[config.mk]
export PLATFORM = sky130hd
export DESIGN_NAME = dbg_snapshot
export DESIGN_NICKNAME = d
export VERILOG_FILES = /design/src/rtl/dbg_snapshot.sv
export SDC_FILE = /design/constraint.sdc
export NUM_CORES = 1
export LEC_CHECK = 0
export ABC_AREA = 1
export CAP_MARGIN = 20
export CORE_UTILIZATION = 58
export DETAILED_ROUTE_END_ITERATION = 8
export PLACE_DENSITY = 0.84
export SYNTH_ARGS = -nofsm -noshare
export SYNTH_HDL_FRONTEND = slang
export SYNTH_SLANG_ARGS = --single-unit
[constraint.sdc]
create_clock -name clk_clk -period 2.7 [get_ports clk_clk]
set_clock_uncertainty 0.2 [all_clocks]
set_input_delay 0.54 -clock clk_clk [delete_from_list [all_inputs] [get_ports clk_clk]]
set_output_delay 0.54 -clock clk_clk [all_outputs]
set_load 0.1 [all_outputs]
[src/rtl/dbg_snapshot.sv]
// dbg_snapshot: capture stage between the cdecv CPU and the monitor debug port.
// On each rising edge of the CPU step clock a snapshot of CPU-visible state is
// latched, a step counter advances and the previous PC is pushed into a short
// history. The monitor reads the bank through a 4-bit address / 16-bit data
// port (1-cycle read latency) and polls/clears a pending flag at address 15.
//
// Ports:
//   clk_clk, reset_reset     system clock, synchronous active-high reset
//   cpu_clock, cpu_reset     CPU step clock and CPU reset (clk_clk synchronous)
//   cpu_pc..cpu_md           8-bit CPU state to capture
//   cpu_flags                4-bit CPU flags
//   dbg_addr                 bank read address
//   dbg_data                 registered read data
//   dbg_we                   snapshot pending (not yet acknowledged)
//   dbg_clock                registered copy of cpu_clock
module dbg_snapshot #(
    parameter int unsigned HIST_DEPTH = 4
) (
    input  logic        clk_clk,
    input  logic        reset_reset,
    input  logic        cpu_clock,
    input  logic        cpu_reset,
    input  logic [7:0]  cpu_pc,
    input  logic [7:0]  cpu_ir,
    input  logic [7:0]  cpu_a,
    input  logic [7:0]  cpu_b,
    input  logic [7:0]  cpu_ma,
    input  logic [7:0]  cpu_md,
    input  logic [3:0]  cpu_flags,
    input  logic [3:0]  dbg_addr,
    output logic [15:0] dbg_data,
    output logic        dbg_we,
    output logic        dbg_clock
);

    localparam int unsigned FILL_W   = 4;
    localparam int unsigned HIST_LO  = 5;
    localparam logic [FILL_W-1:0] FILL_MAX = FILL_W'(HIST_DEPTH);

    logic              clk_q;
    logic              cap;
    logic              rd15;
    logic [7:0]        snap_pc;
    logic [7:0]        snap_ir;
    logic [7:0]        snap_a;
    logic [7:0]        snap_b;
    logic [7:0]        snap_ma;
    logic [7:0]        snap_md;
    logic [3:0]        snap_flags;
    logic [7:0]        hist [HIST_DEPTH];
    logic [FILL_W-1:0] fill;
    logic [15:0]       step_count;
    logic              pending;
    logic              overrun;
    logic [15:0]       rd_mux;

    // One capture per rising edge of the step clock, suppressed while the CPU is in reset.
    assign cap  = cpu_clock & ~clk_q & ~cpu_reset;
    assign rd15 = (dbg_addr == 4'hF);

    assign dbg_clock = clk_q;
    assign dbg_we    = pending;

    // Bank read mux; always sees pre-update register values.
    always_comb begin
        rd_mux = 16'h0000;
        case (dbg_addr)
            4'h0: rd_mux = {snap_pc, snap_ir};
            4'h1: rd_mux = {snap_a, snap_b};
            4'h2: rd_mux = {snap_ma, snap_md};
            4'h3: rd_mux = {12'h000, snap_flags};
            4'h4: rd_mux = step_count;
            4'hF: rd_mux = {pending, overrun, 10'b0, fill};
            default: begin
                for (int i = 0; i < int'(HIST_DEPTH); i++) begin
                    if (dbg_addr == 4'(i + int'(HIST_LO))) begin
                        rd_mux = {8'h00, hist[i]};
                    end
                end
            end
        endcase
    end

    // Edge detect, capture bank, history shift and pending/overrun tracking.
    always_ff @(posedge clk_clk) begin
        if (reset_reset) begin
            clk_q      <= 1'b0;
            dbg_data   <= 16'h0000;
            snap_pc    <= 8'h00;
            snap_ir    <= 8'h00;
            snap_a     <= 8'h00;
            snap_b     <= 8'h00;
            snap_ma    <= 8'h00;
            snap_md    <= 8'h00;
            snap_flags <= 4'h0;
            fill       <= '0;
            step_count <= 16'h0000;
            pending    <= 1'b0;
            overrun    <= 1'b0;
            for (int i = 0; i < int'(HIST_DEPTH); i++) begin
                hist[i] <= 8'h00;
            end
        end else begin
            clk_q    <= cpu_clock;
            dbg_data <= rd_mux;
            if (cpu_reset) begin
                // Snapshot registers deliberately hold so the monitor can inspect the last step.
                fill       <= '0;
                step_count <= 16'h0000;
                pending    <= 1'b0;
                overrun    <= 1'b0;
                for (int i = 0; i < int'(HIST_DEPTH); i++) begin
                    hist[i] <= 8'h00;
                end
            end else if (cap) begin
                snap_pc    <= cpu_pc;
                snap_ir    <= cpu_ir;
                snap_a     <= cpu_a;
                snap_b     <= cpu_b;
                snap_ma    <= cpu_ma;
                snap_md    <= cpu_md;
                snap_flags <= cpu_flags;
                hist[0]    <= snap_pc;
                for (int i = 1; i < int'(HIST_DEPTH); i++) begin
                    hist[i] <= hist[i-1];
                end
                if (fill != FILL_MAX) begin
                    fill <= fill + FILL_W'(1);
                end
                step_count <= step_count + 16'd1;
                // A same-cycle status read acknowledges the old snapshot, so no overrun.
                pending    <= 1'b1;
                overrun    <= pending & ~rd15;
            end else if (rd15) begin
                pending <= 1'b0;
                overrun <= 1'b0;
            end
        end
    end

endmodule
* Word level (Yosys, flattened, before mapping)
Memories as Yosys holds them, arrays and structs flattened. Cells that the tools add are included.
Word-level totals: register bits after elaboration 91, memory bits (writable) 32, input port bits 60, word-level logic and storage cells 70, memories kept 1
Memories:
- hist | depth 4, width 8, read ports 4, clocked after Yosys merged registers in 0, wr ports 4, line 50 | logic [7:0] hist [HIST_DEPTH];
Operators by class: add/sub/neg operators 2, equal/unequal tests 10, muxes and demuxes 25, bitwise gates (word level) 14, reductions and logical operators 5
Operator list (number):
- $pmux W16 S6 | 1
- $mux W8 | 9
- $mux W16 | 3
- $add A16 B1 Y16 const B | 1
- $eq A4 B3 Y1 const B | 4
- $mux W1 | 12
- $eq A4 B2 Y1 const B | 2
- $eq A4 B4 Y1 const B | 2
- $or A1 B1 Y1 | 8
- $add A4 B1 Y4 const B | 1
- $eq A4 B1 Y1 const B | 1
- $logic_not A4 Y1 | 1
- $ne A4 B3 Y1 const B | 1
- $reduce_and A2 Y1 | 2
- $and A1 B1 Y1 | 3
- $not A1 Y1 | 3
- $reduce_bool A2 Y1 | 1
- $reduce_or A2 Y1 | 1

* Depth between registers and ports, before layout
depth after elaboration 8, gate-level depth with buffers 10

* Worst setup path after synthesis
Ideal clock, no wire load.
path kind reg-to-reg, start reg clk_q, in the netlist dbg_clock, end reg snap_a[0], data arrival time 1.851 ns, slack 0.530 ns, cell stages (with the launch flop) 8, path buffers 2, path through dfxtp_1 > inv_1 > nand2_1 > nor2_2 > inv_1 > clkbuf_1 > buf_2 > a21oi_1
On the way: longest elaborated chain between the ends 4
Ends and longest elaborated chain:
- start: declaration | line 40 | logic clk_q;
- start signal: assignment | line 104 | clk_q <= cpu_clock;
- $not A1 Y1 | line 58 | assign cap = cpu_clock & ~clk_q & ~cpu_reset;
- $and A1 B1 Y1 (2 in series) | line 58
- $reduce_and A2 Y1 (no source line)
- end signal: assignment | line 118 | snap_a <= cpu_a;
- end: declaration | line 45 | logic [7:0] snap_a;
No other way between the ends. A chain may end at the register's enable or synchronous reset.

* Final worst setup path
start in dbg_addr[2], end reg dbg_data[8]
On the way: longest elaborated chain between the ends 4
Ends and longest elaborated chain:
- start: declaration | line 30 | input logic [3:0] dbg_addr,
- $eq A4 B3 Y1 | line 76 | if (dbg_addr == 4'(i + int'(HIST_LO))) begin
- $mux W16 (2 in series) | line 76
- $pmux W16 S6 (*) | line 67 | case (dbg_addr)
- end signal: assignment | line 105 | dbg_data <= rd_mux;
- end: declaration | line 31 | output logic [15:0] dbg_data,
Every way passes the cells marked *; elsewhere a longest branch is shown, timed or not.

==> reports/summary.json <==
{
  "max_slew_headroom": {"value": 52.9, "unit": "%"},
  "floorplan.initialDensity": {"value": 60.5, "unit": "%"},
  "cts.hold.buffers_added": {"value": 0},
  "slowest_delay": {"value": 0.61, "unit": "ns"},
  "cts_inserted_buffers": {"value": 17},
  "initial_antenna_violation_count": {"value": 0},
  "final-setup-viol-count": {"value": 0},
  "antenna_diode_count": {"value": 0},
  "powerDensity": {"value": 679, "unit": "nW/um^2"},
  "layout_commonest_cell": {"value": "sky130_fd_sc_hd__nand2_1"},
  "drtIter0Drc": {"value": 563},
  "wire_length_of_the_first_global_routing_pass": {"value": 24900, "unit": "microns"},
  "tightest_slew": {"value": 0.704, "unit": "ns"},
  "power.internal": {"value": 3.51, "unit": "mW"},
  "io-pin-count": {"value": 78},
  "critical_path.cell_chain": {"value": "clkdlybuf4s50_1 > nor2_4 > nand2_1 > buf_4 > o22ai_1 > nor2_1 > nor2_1"},
  "violations": {"value": "design-rule violations"},
  "post-cts-setup-buffer-count": {"value": 0},
  "wl_per_cell": {"value": 17.0, "unit": "microns"},
  "clock_power_share": {"value": 49.3, "unit": "%"},
  "pwr-share-seq": {"value": 42.4, "unit": "%"},
  "final_max_slew_viol_count": {"value": 0},
  "critical-path-slowest-cell": {"value": "sky130_fd_sc_hd__clkdlybuf4s50_1"},
  "cell_total_after_placement": {"value": 886},
  "drv.max_cap_violation_count": {"value": 0},
  "setup_tns": {"value": 0, "unit": "ns"},
  "post-layout-total-power": {"value": 4.66, "unit": "mW"},
  "layout-drive-gt1-share": {"value": 11.0, "unit": "%"},
  "worst-endpoint-arrival": {"value": 2.38, "unit": "ns"},
  "clock_latency": {"value": 0.53, "unit": "ns"},
  "yosysSeqAreaShare": {"value": 50.8, "unit": "%"},
  "synth.avg_cell_area": {"value": 7.55, "unit": "sq um"},
  "combPwrFrac": {"value": 8.3, "unit": "%"},
  "grt_pass1_vias": {"value": 5120},
  "chipHeight": {"value": 97.8, "unit": "microns"},
  "endpoint_required_time_on_the_critical_path": {"value": 2.96, "unit": "ns"},
  "htree_num_levels": {"value": 4},
  "final_antenna_net_count": {"value": 0},
  "worstHoldPathType": {"value": "register to register"},
  "switching_power": {"value": 1.14, "unit": "mW"},
  "whs": {"value": 0.267, "unit": "ns"},
  "yosysTopAreaCellShare": {"value": 37.2, "unit": "%"},
  "yosys.area.top_type": {"value": "sky130_fd_sc_hd__dfxtp_1"},
  "clk_path_buf_depth": {"value": 2},
  "ys_types": {"value": 27},
  "crit_fanout": {"value": 8},
  "ir_drop": {"value": 0.455, "unit": "mV"},
  "grt_start_max_net_pins": {"value": 34},
  "cp_dominant_cell_by_count": {"value": "sky130_fd_sc_hd__nor2_1"},
  "worstSetupEndpointType": {"value": "register"},
  "wirelength": {"value": 15600, "unit": "microns"},
  "route.detailed.drc": {"value": 16},
  "synth.cell_area": {"value": 5330, "unit": "sq um"},
  "num_rows": {"value": 34},
  "cp-start-kind": {"value": "input port"},
  "synthCells": {"value": 705},
  "instances_no_fill": {"value": 918},
  "clk_root_buffer_cell": {"value": "sky130_fd_sc_hd__clkbuf_8"},
  "place_hpwl": {"value": 10600, "unit": "microns"},
  "cts-resized-gates": {"value": 0},
  "final.fill_count": {"value": 602},
  "post_synth_main_area_contributors": {"value": "sky130_fd_sc_hd__dfxtp_1 37%, sky130_fd_sc_hd__edfxtp_1 14%, sky130_fd_sc_hd__nand2_1 9.7%, sky130_fd_sc_hd__inv_1 7.3%, sky130_fd_sc_hd__o21ai_0 6.5%"},
  "detail_route.first_pass.iterations": {"value": 8},
  "overall_track_demand_over_capacity_in_global_routing": {"value": 33.5, "unit": "%"},
  "hold_viol": {"value": 0},
  "finish.net_count": {"value": 860},
  "cts.clk_slew.worst_paths": {"value": 0.06, "unit": "ns"},
  "die_area": {"value": 9570, "unit": "sq um"},
  "globalRoute.totalOverflow": {"value": 0},
  "floorplan.die.width": {"value": 97.8, "unit": "microns"},
  "fmax": {"value": 473, "unit": "MHz"},
  "run_status": {"value": "finished, violations left"},
  "netSwitchingFraction": {"value": 24.6, "unit": "%"},
  "routabilityCongestion": {"value": 0.989},
  "timing.setup.critical_path_class": {"value": "input port to register"},
  "vias_per_cell": {"value": 5.82},
  "synth-seq-cells": {"value": 123},
  "power_leakage": {"value": 2.69, "unit": "nW"},
  "clkSinkCount": {"value": 123},
  "vias": {"value": 5343},
  "post_synthesis_to_final_layout_area_growth": {"value": 28.7, "unit": "%"},
  "total_of_buffers_placed_on_input_and_output_ports": {"value": 77},
  "fin_crit": {"value": 2.12, "unit": "ns"},
  "grt_setup_unrepaired": {"value": "false"},
  "tritoncts": {"value": "yes"},
  "yosys_warnings": {"value": 0},
  "finish.utilization": {"value": 77.8, "unit": "%"},
  "synth.net_count": {"value": 768},
  "period_share": {"value": 78.4, "unit": "%"},
  "core_footprint": {"value": 8810, "unit": "sq um"},
  "final_cell_mix": {"value": "138 x sky130_fd_sc_hd__nand2_1, 103 x sky130_fd_sc_hd__inv_1, 99 x sky130_fd_sc_hd__dfxtp_1, 86 x sky130_fd_sc_hd__nor2_1, 69 x sky130_fd_sc_hd__o21ai_0"}
}
==> critical path: cells and delay by family <==
family / cells / cell delay (ns)
compound gates: 1 / 0.24
buf+inv: 2 / 0.89
simple gates: 4 / 0.71
==> cell type report <==
class / instances / area, sq um / share of cell area, %
flip-flops and latches: 123 / 2700 / 39.4
multi-input cells: 449 / 2110 / 30.8
repair buffers: 102 / 913 / 13.3
clock buffers: 17 / 414 / 6.04
inverters: 104 / 390 / 5.70
clock inverters: 15 / 186 / 2.72
well taps: 108 / 135 / 1.97
==> registers in the layout (all words and copies together), names as in the netlist <==
| name | count |
|---|---|
| hist | 32 |
| dbg_data | 16 |
| step_count | 16 |
| snap_a | 8 |
| snap_b | 8 |
| snap_ir | 8 |
| snap_ma | 8 |
| snap_md | 8 |
| snap_pc | 8 |
| fill | 4 |
| snap_flags | 4 |
| dbg_clock | 1 |
| dbg_we | 1 |
| overrun | 1 |
==> power groups by stage <==
stage               Combinational (mW)  Sequential [mW]  Clock (mW)
CTS                              0.380             1.97        2.29
global placement                 0.362             2.01           0
floorplan                        0.164             2.04           0
detailed placement               0.373             2.01           0
global route                     0.415             1.98        2.38
finish                           0.386             1.97        2.30
==> final timing paths <==
kind,start,to,slack [ns],depth (start not counted)
min reg2reg,overrun,overrun,0.27,2
max,dbg_addr[2],dbg_data[8],0.58,7
max reg2reg,dbg_clock,step_count[1],0.88,7
min,overrun,overrun,0.27,2
==> routing by layer <==
layer,GRT usage (%),up-vias,wire [microns]
met4,17.8,0,595
met1,41.0,2410,5970
li1,-,2474,-
met5,0,-,0
met3,9.74,73,1900
met2,53.6,386,7130
==> metrics by stage <==
| stage | cell area [sq um] | setup slack (ns) |
|---|---|---|
| after floorplan | 5330 | 0.530 |
| after global placement | 6250 | 0.189 |
| after detailed placement | 6250 | 0.118 |
| after CTS | 6850 | 0.645 |
| after global routing | 6850 | 0.534 |
| final | 6850 | 0.584 |
==> logic make-up (layout without fill, tap and decap cells) <==
group | after synthesis | after routing | synth area share [%]
buf+inv | 133 | 238 | 9.61
xor+xnor | 1 | 1 | 0.165
fa+ha+maj | 3 | 3 | 0.705
flops | 123 | 123 | 50.8
compound gates | 137 | 137 | 13.6
simple gates | 308 | 308 | 25.2
==> synthesized netlist by cell type <==
| cell type | n |
|---|---|
| sky130_fd_sc_hd__a21oi_1 | 44 |
| sky130_fd_sc_hd__a21oi_2 | 1 |
| sky130_fd_sc_hd__buf_1 | 3 |
| sky130_fd_sc_hd__buf_2 | 10 |
| sky130_fd_sc_hd__clkbuf_1 | 16 |
| sky130_fd_sc_hd__dfxtp_1 | 99 |
| sky130_fd_sc_hd__edfxtp_1 | 24 |
| sky130_fd_sc_hd__ha_1 | 3 |
| sky130_fd_sc_hd__inv_1 | 103 |
| sky130_fd_sc_hd__inv_2 | 1 |
| sky130_fd_sc_hd__nand2_1 | 138 |
| sky130_fd_sc_hd__nand2_4 | 1 |
| sky130_fd_sc_hd__nand3_1 | 49 |
| sky130_fd_sc_hd__nand3_2 | 1 |
| sky130_fd_sc_hd__nand4_1 | 19 |
| sky130_fd_sc_hd__nor2_1 | 86 |
| sky130_fd_sc_hd__nor2_2 | 2 |
| sky130_fd_sc_hd__nor2_4 | 4 |
| sky130_fd_sc_hd__nor3_1 | 4 |
| sky130_fd_sc_hd__nor3_2 | 2 |
| sky130_fd_sc_hd__nor4_2 | 1 |
| sky130_fd_sc_hd__o21ai_0 | 69 |
| sky130_fd_sc_hd__o21ai_1 | 1 |
| sky130_fd_sc_hd__o221ai_1 | 2 |
| sky130_fd_sc_hd__o22ai_1 | 20 |
| sky130_fd_sc_hd__or2_2 | 1 |
| sky130_fd_sc_hd__xor2_1 | 1 |
Power figures use the tool's default switching activity.
